**config.mk**
```make
export PLATFORM = sky130hd
export DESIGN_NAME = mem_bus_arbiter
export DESIGN_NICKNAME = d
export VERILOG_FILES = /design/src/rtl/mem_bus_arbiter.sv
export SDC_FILE = /design/constraint.sdc
export NUM_CORES = 1
export LEC_CHECK = 0
export CORE_ASPECT_RATIO = 1.1
export CORE_MARGIN = 5
export CORE_UTILIZATION = 38
export CTS_BUF_LIST = sky130_fd_sc_hd__clkbuf_8
export DETAILED_ROUTE_END_ITERATION = 10
export PLACE_DENSITY = 0.85
export SYNTH_ARGS = -nofsm -noshare
export SYNTH_HDL_FRONTEND = slang
export SYNTH_SLANG_ARGS = --single-unit
```
**constraint.sdc**
```tcl
create_clock -name clk -period 2.45 [get_ports clk]
set_input_delay 0.3675 -clock clk [delete_from_list [all_inputs] [get_ports clk]]
set_output_delay 0.3675 -clock clk [all_outputs]
set_load 0.01 [all_outputs]
```
**src/rtl/mem_bus_arbiter.sv**
```systemverilog
// rtl/mem_bus_arbiter.sv - shares one memory port between the 65C02 core and a DMA requester
module mem_bus_arbiter #(
    parameter int MAX_BURST = 16,
    parameter int MIN_CPU   = 2
) (
    input  logic        clk,
    input  logic        reset,
    input  logic [15:0] cpu_ab,
    input  logic [7:0]  cpu_do,
    input  logic        cpu_re,
    input  logic        cpu_we,
    output logic [7:0]  cpu_di,
    output logic        cpu_rdy,
    input  logic        dma_req,
    input  logic [15:0] dma_addr,
    input  logic [7:0]  dma_wdata,
    input  logic        dma_re,
    input  logic        dma_we,
    output logic        dma_gnt,
    output logic [7:0]  dma_rdata,
    output logic        dma_rvalid,
    output logic [15:0] mem_addr,
    output logic [7:0]  mem_din,
    output logic        mem_re,
    output logic        mem_we,
    input  logic [7:0]  mem_dout
);

    typedef enum logic [1:0] {
        CPU_OWN,
        HANDOFF,
        DMA_OWN,
        RETURN
    } state_t;

    localparam logic [3:0] GUARD_MIN  = 4'(MIN_CPU);
    localparam logic [3:0] GUARD_SAT  = 4'hF;
    localparam logic [7:0] BURST_LAST = 8'(MAX_BURST - 1);

    state_t      state;
    logic [7:0]  burst_cnt;
    logic [3:0]  guard_cnt;
    logic [7:0]  hold;

    always_ff @(posedge clk or posedge reset) begin
        if (reset) begin
            state      <= CPU_OWN;
            cpu_rdy    <= 1'b1;
            dma_gnt    <= 1'b0;
            dma_rvalid <= 1'b0;
            burst_cnt  <= 8'd0;
            guard_cnt  <= 4'd0;
            hold       <= 8'h00;
        end else begin
            dma_rvalid <= (state == DMA_OWN) && dma_re && !dma_we;
            case (state)
                CPU_OWN: begin
                    if (guard_cnt != GUARD_SAT)
                        guard_cnt <= guard_cnt + 4'd1;
                    // Never hand off during a CPU write: a stalled 65C02 write would be lost.
                    if (dma_req && !cpu_we && guard_cnt >= GUARD_MIN) begin
                        state   <= HANDOFF;
                        cpu_rdy <= 1'b0;
                    end
                end
                HANDOFF: begin
                    hold <= mem_dout;
                    if (dma_req) begin
                        state   <= DMA_OWN;
                        dma_gnt <= 1'b1;
                    end else begin
                        state <= RETURN;
                    end
                end
                DMA_OWN: begin
                    burst_cnt <= burst_cnt + 8'd1;
                    if (!dma_req || burst_cnt == BURST_LAST) begin
                        state   <= RETURN;
                        dma_gnt <= 1'b0;
                    end
                end
                RETURN: begin
                    burst_cnt <= 8'd0;
                    guard_cnt <= 4'd0;
                    state     <= CPU_OWN;
                    cpu_rdy   <= 1'b1;
                end
                default: begin
                    state   <= CPU_OWN;
                    cpu_rdy <= 1'b1;
                    dma_gnt <= 1'b0;
                end
            endcase
        end
    end

    always_comb begin
        mem_addr = cpu_ab;
        mem_din  = cpu_do;
        mem_re   = 1'b0;
        mem_we   = 1'b0;
        cpu_di   = hold;
        case (state)
            CPU_OWN: begin
                mem_re = cpu_re;
                mem_we = cpu_we;
                cpu_di = mem_dout;
            end
            DMA_OWN: begin
                mem_addr = dma_addr;
                mem_din  = dma_wdata;
                mem_we   = dma_we;
                mem_re   = dma_re & ~dma_we;
            end
            default: begin
            end
        endcase
    end

    assign dma_rdata = mem_dout;

endmodule

```
==> results of run 1 <==
-- cells in the mapped netlist, types with 2 or more instances --
master / count
o21ai_0: 6
inv_1: 6
nand2b_1: 2
xor2_1: 4
clkbuf_1: 8
ha_1: 7
a21oi_1: 3
or3_1: 2
dfrtp_1: 24
buf_4: 8
a31oi_1: 2
nor2_1: 9
a22o_1: 2
xnor2_1: 2
nand3_1: 5
mux2_2: 40
nand2_1: 9
nand4_1: 3
-- path summary, 6_finish.rpt --
kind                                               start                    to  slack [ns]  depth (start not counted)
worst max-delay path                state[0]$_DFFE_PP0P_            mem_din[3]        0.05                          5
worst min-delay path                               reset   hold[2]$_DFFE_PP0N_        0.45                          3
worst max register to register  burst_cnt[0]$_DFFE_PP0P_  state[0]$_DFFE_PP0P_        0.64                          5
worst min register to register       dma_gnt$_DFFE_PP0P_   dma_gnt$_DFFE_PP0P_        0.50                          1
max in group asynchronous                          reset   cpu_rdy$_DFFE_PP1P_        1.71                          3
min in group clk                     dma_gnt$_DFFE_PP0P_   dma_gnt$_DFFE_PP0P_        0.50                          1
-- critical path, cell delays in order, from the launching register on --
cell             delay, ns
dfrtp_2               0.44
inv_1                 0.09
ha_2                  0.23
clkbuf_16             0.19
mux2_2                0.33
clkdlybuf4s50_1       0.48
-- area by class of cell --
class                   instances  area [um^2]
fillers                       332         1400
multi-input cells             110          941
well taps                      54         67.6
flip-flops and latches         25          628
clock buffers                   3         41.3
clock inverters                 1         5.00
inverters                       6         22.5
repair buffers                113         1180
-- what timing repair did --
action	in CTS	in global routing
gates resized for setup	5	11
endpoints found under the setup margin	27	30
gates cloned	0	1
buffers inserted	0	2
hold endpoints to repair	0	0
pin swaps	0	0
-- sequential cells by signal (all words and copies together), names as in the netlist --
name and flops:
burst_cnt 8, cpu_rdy 1, dma_gnt 1, dma_rvalid 1, guard_cnt 4, hold 8, state 2
-- metrics by stage --
step	TNS [ns]	worst slack (ns)	hold WS, ns	cell area [um^2]	utilization (%)
final	0	0.0527	0.451	2890	67.3
after global routing	-0.490	-0.0499	0.479	2890	67.3
after CTS	0	0.00109	0.461	2820	65.8
after detailed placement	0	0.283	0.485	2770	64.7
after global placement	0	0.331	0.481	2770	64.7
after floorplan	0	0.436	0.394	1680	-
-- power groups by stage --
stage	Sequential [W]	Combinational, W	Clock [W]
after detailed placement	0.000673	0.00173	0
final	0.000660	0.00177	0.000243
after global placement	0.000662	0.00169	0
after floorplan	0.000650	0.000975	0
after CTS	0.000667	0.00173	0.000254
after global routing	0.000683	0.00193	0.000270
-- per-layer routing --
metal  GRT usage [%]  vias up
li1                -      758
met1            17.7      762
met2            29.9       53
met3            4.03        7
met4            4.89        0
met5               0        -
-- cell families (layout without fill, tap and decap cells) --
group | after synthesis | count (layout) | synth area share [%]
simple gates | 35 | 35 | 10.5
compound gates | 21 | 21 | 9.49
flops | 25 | 25 | 37.4
mux | 41 | 41 | 27.5
fa+ha+maj | 7 | 7 | 5.23
buf+inv | 22 | 123 | 6.72
xor+xnor | 6 | 6 | 3.14
==> metrics.txt, run 1 <==
width of the die=73.3 um; number of port buffers=107; Clock H-tree levels=1; Post-Route WL=4590 um; most common library cell in the layout ignoring fill and taps=clkdlybuf4s50_1; met3 routed WL=369 um; Net Count, Synth=227; cts hold-fix bufs=0; Worst-Margin Slew=0.455 ns; Final nets=329; PnR Total Power=0.00267 W; net switching power=0.000934 W; period utilisation layout=97.9%; Crit. End Element=output pin; flops & latches, synth=25; Detail Route Antenna Nets=0; site row count=25; number of CTS-inserted buffers=3; layout cells sized above 1=21.7%; Post-DP HPWL=3650 um; gpl congestion=0.790; post-synth top area cell=dfrtp_1; WP data required=2.08 ns; type of the worst min-delay path=in2async; Syn Inst Count=157; worst-skew pair later-pin latency=0.27 ns; CP Launch Type=flop; clk sink count=25; vias in the first global route=1622; most frequent cells in the layout=clkdlybuf4s50_1, mux2_2, dfrtp_1; area grow syn2layout=72.2%; total track usage=16.1%; Top Ports=108; wire length per cell=14.7 um; Post-synth EDFFs=0; PD cells=926 mW/mm^2; Clock Path Buffers=2; final hold viol count=0; Comb pwr share=66.2%; sequential fraction of the synthesis area=37.4%; Yosys top cell area share=35.8%; P_leak=1.25 nW; max-cap viol count=0; via total after detailed routing=1580; Syn. warnings=0; total gr overflow=0; first-pass iteration count of the detailed router=4; Post-Syn Area per Cell=10.7 um^2; DR vias/cell=5.06; Worst Clk Skew=0.00661 ns; routed wl met2=2580 um; Post-Syn Area=0.00168 mm^2; minimum clock period=2.40 ns; outcome=complete, no violations; top cells by area, synth=dfrtp_1, mux2_2, ha_1, buf_4, xor2_1; unrepaired setup endpoints after global routing=true; Clock transition at path regs=0.09 ns; core area=0.00429 mm^2; initial antenna violation count=0; sequential share of power=24.7%; Clock power frac=9.1%; kind of critical path=reg2out; Iter 0 DRT Violations=33; Worst slew margin=69.7%; met1 WL=1580 um; max-slew violation count=0; final setup vio count=0; first-pass GRT wire length=7510 um; WP data arrival=2.03 ns; Root Buffer=clkbuf_8; maximum number of pins on one net before global-route repair=34; internal power=0.00174 W; Distinct cells, synth=33; CTS tree=done; Die ar.=0.00584 mm^2; highest metal used=met4; fin cells=312; Ant. Diodes=0; top_reg_cell synth=dfrtp_1; crit path max fanout=16; post-synthesis async set-or-reset flop share=100%; DIE HEIGHT=79.6 um; initial core utilization=39.1%; placed cell count=305; peak supply drop=427 uV; sw frac=35.0%; Fmax achieved=417 MHz; # DRC=0
(Power assumes the default switching activity.)
==> inputs of run 2 (changes only) <==
--- a/config.mk
+++ b/config.mk
@@ -5,12 +5,15 @@
 export SDC_FILE = /design/constraint.sdc
 export NUM_CORES = 1
 export LEC_CHECK = 0
+export ABC_CLOCK_PERIOD_IN_PS = 2450
 export CORE_ASPECT_RATIO = 1.1
 export CORE_MARGIN = 5
 export CORE_UTILIZATION = 38
 export CTS_BUF_LIST = sky130_fd_sc_hd__clkbuf_8
+export CTS_CLUSTER_SIZE = 28
 export DETAILED_ROUTE_END_ITERATION = 10
 export PLACE_DENSITY = 0.85
 export SYNTH_ARGS = -nofsm -noshare
 export SYNTH_HDL_FRONTEND = slang
 export SYNTH_SLANG_ARGS = --single-unit
+export TNS_END_PERCENT = 10
==> run 2 against run 1 <==
Fmax unchanged. Critical path type unchanged. Largest power group unchanged. Power did not move. Combinational power hardly changed. Register-to-register slack about the same. Via count unchanged. Largest cell class unchanged. Highest routed layer unchanged. Cell count is the same.
==> metrics.txt, run 2 (same netlist as run 1, synthesis figures left out) <==
crit path max fanout=16; total gr overflow=0; internal power=0.00174 W; vias in the first global route=1622; Post-DP HPWL=3650 um; most common library cell in the layout ignoring fill and taps=clkdlybuf4s50_1; reg-to-reg slack, setup=0.64 ns; Ant. Diodes=0; Clock transition at path regs=0.09 ns; P_leak=1.25 nW; kind of critical path=reg2out; area grow syn2layout=72.2%; pre-CTS setup slack=0.283 ns; type of the worst min-delay path=in2async; reg2reg path depth=5; WP data arrival=2.03 ns; PD cells=926 mW/mm^2; sw frac=35.0%; Fmax achieved=417 MHz; period utilisation layout=97.9%; initial core utilization=39.1%; Comb pwr share=66.2%; Die ar.=0.00584 mm^2; Top Ports=108; routed wl met2=2580 um; total track usage=16.1%; PnR Total Power=0.00267 W; outcome=complete, no violations; first-pass GRT wire length=7510 um; gpl congestion=0.790; width of the die=73.3 um; initial antenna violation count=0; number of port buffers=107; most frequent cells in the layout=clkdlybuf4s50_1, mux2_2, dfrtp_1; utilization after layout=67.3%; highest metal used=met4; WP data required=2.08 ns; DR vias/cell=5.06; max-slew violation count=0; sequential share of power=24.7%; reg-to-reg critical path endpoint=state[0]$_DFFE_PP0P_; DIE HEIGHT=79.6 um; site row count=25; CTS tree=done; unrepaired setup endpoints after global routing=true; first-pass iteration count of the detailed router=4; Final nets=329; via total after detailed routing=1580; layout cells sized above 1=21.7%; maximum number of pins on one net before global-route repair=34; max-cap viol count=0; Worst-Margin Slew=0.455 ns; Clock Path Buffers=2; # DRC=0; Final TNS setup=0 ns; Setup WS post-layout=0.0527 ns; Worst slew margin=69.7%; Post-Route WL=4590 um; worst-skew pair later-pin latency=0.27 ns; Root Buffer=clkbuf_8; Clock power frac=9.1%; Iter 0 DRT Violations=33; net switching power=0.000934 W; cts hold-fix bufs=0; core area=0.00429 mm^2; peak supply drop=427 uV; wire length per cell=14.7 um; final hold viol count=0; Crit. End Element=output pin; Largest regs=burst_cnt x8, hold x8, guard_cnt x4; Clock H-tree levels=1; clk sink count=25; final setup vio count=0; Worst Clk Skew=0.00661 ns; Layout fillers=332; minimum clock period=2.40 ns; met3 routed WL=369 um; worst flop-to-flop path startpoint=burst_cnt[0]$_DFFE_PP0P_; number of CTS-inserted buffers=3; CP Launch Type=flop; met1 WL=1580 um; Detail Route Antenna Nets=0
==> run 2: cell counts in the layout (fill, tap and decap cells not counted) <==
No cell type changed its count.
==> run 2: what timing repair did <==
action,CTS,global route
resized for setup,5,11
cloned,0,1
setup endpoints to repair,27,30
endpoints found under the hold margin,0,0
buffers inserted,0,2
==> run 2: layout make-up <==
type	instances	area, um^2	share of cell area [%]
clock buffers	3	41.3	1.43
clock inverters	1	5.00	0.173
inverters	6	22.5	0.781
multi-input cells	110	941	32.6
flip-flops and latches	25	628	21.8
well taps	54	67.6	2.34
repair buffers	113	1180	40.9
==> run 2: worst max-delay path by stage <==
stage,startpoint,to,slack (ns),depth (start not counted)
6_report,state[0]$_DFFE_PP0P_,mem_din[3],0.05,5
5_1_grt,state[1]$_DFFE_PP0P_,cpu_di[6],-0.05,5
4_1_cts,state[0]$_DFFE_PP0P_,mem_addr[13],0.001,5
3_5_place_dp,state[0]$_DFFE_PP0P_,cpu_di[1],0.28,5
3_3_place_gp,state[0]$_DFFE_PP0P_,mem_re,0.33,6
2_1_floorplan,state[0]$_DFFE_PP0P_,cpu_di[2],0.44,5
==> run 2: worst max-delay path, stage by stage, from the launching register on <==
cell and delay, ns:
dfrtp_2 0.44, inv_1 0.09, ha_2 0.23, clkbuf_16 0.19, mux2_2 0.33, clkdlybuf4s50_1 0.48
==> run 2: through the flow <==
step	hold WS [ns]	cell area (um^2)	cells
3_5_place_dp	0.485	2770	305
4_1_cts	0.461	2820	309
6_report	0.451	2890	312
2_1_floorplan	0.394	1680	157
3_3_place_gp	0.481	2770	305
5_1_grt	0.479	2890	312
==> run 2: power groups by stage <==
stage	combinational (W)	sequential (W)	clock, W
2_1_floorplan	0.000975	0.000650	0
3_3_place_gp	0.00169	0.000662	0
3_5_place_dp	0.00173	0.000673	0
4_1_cts	0.00173	0.000667	0.000254
5_1_grt	0.00193	0.000683	0.000270
6_report	0.00177	0.000660	0.000243
==> run 2: routing by layer <==
layer / vias to the layer above / track usage (%)
met1: 762 / 17.7
met2: 53 / 29.9
met5: - / 0
met3: 7 / 4.03
li1: 758 / -
met4: 0 / 4.89
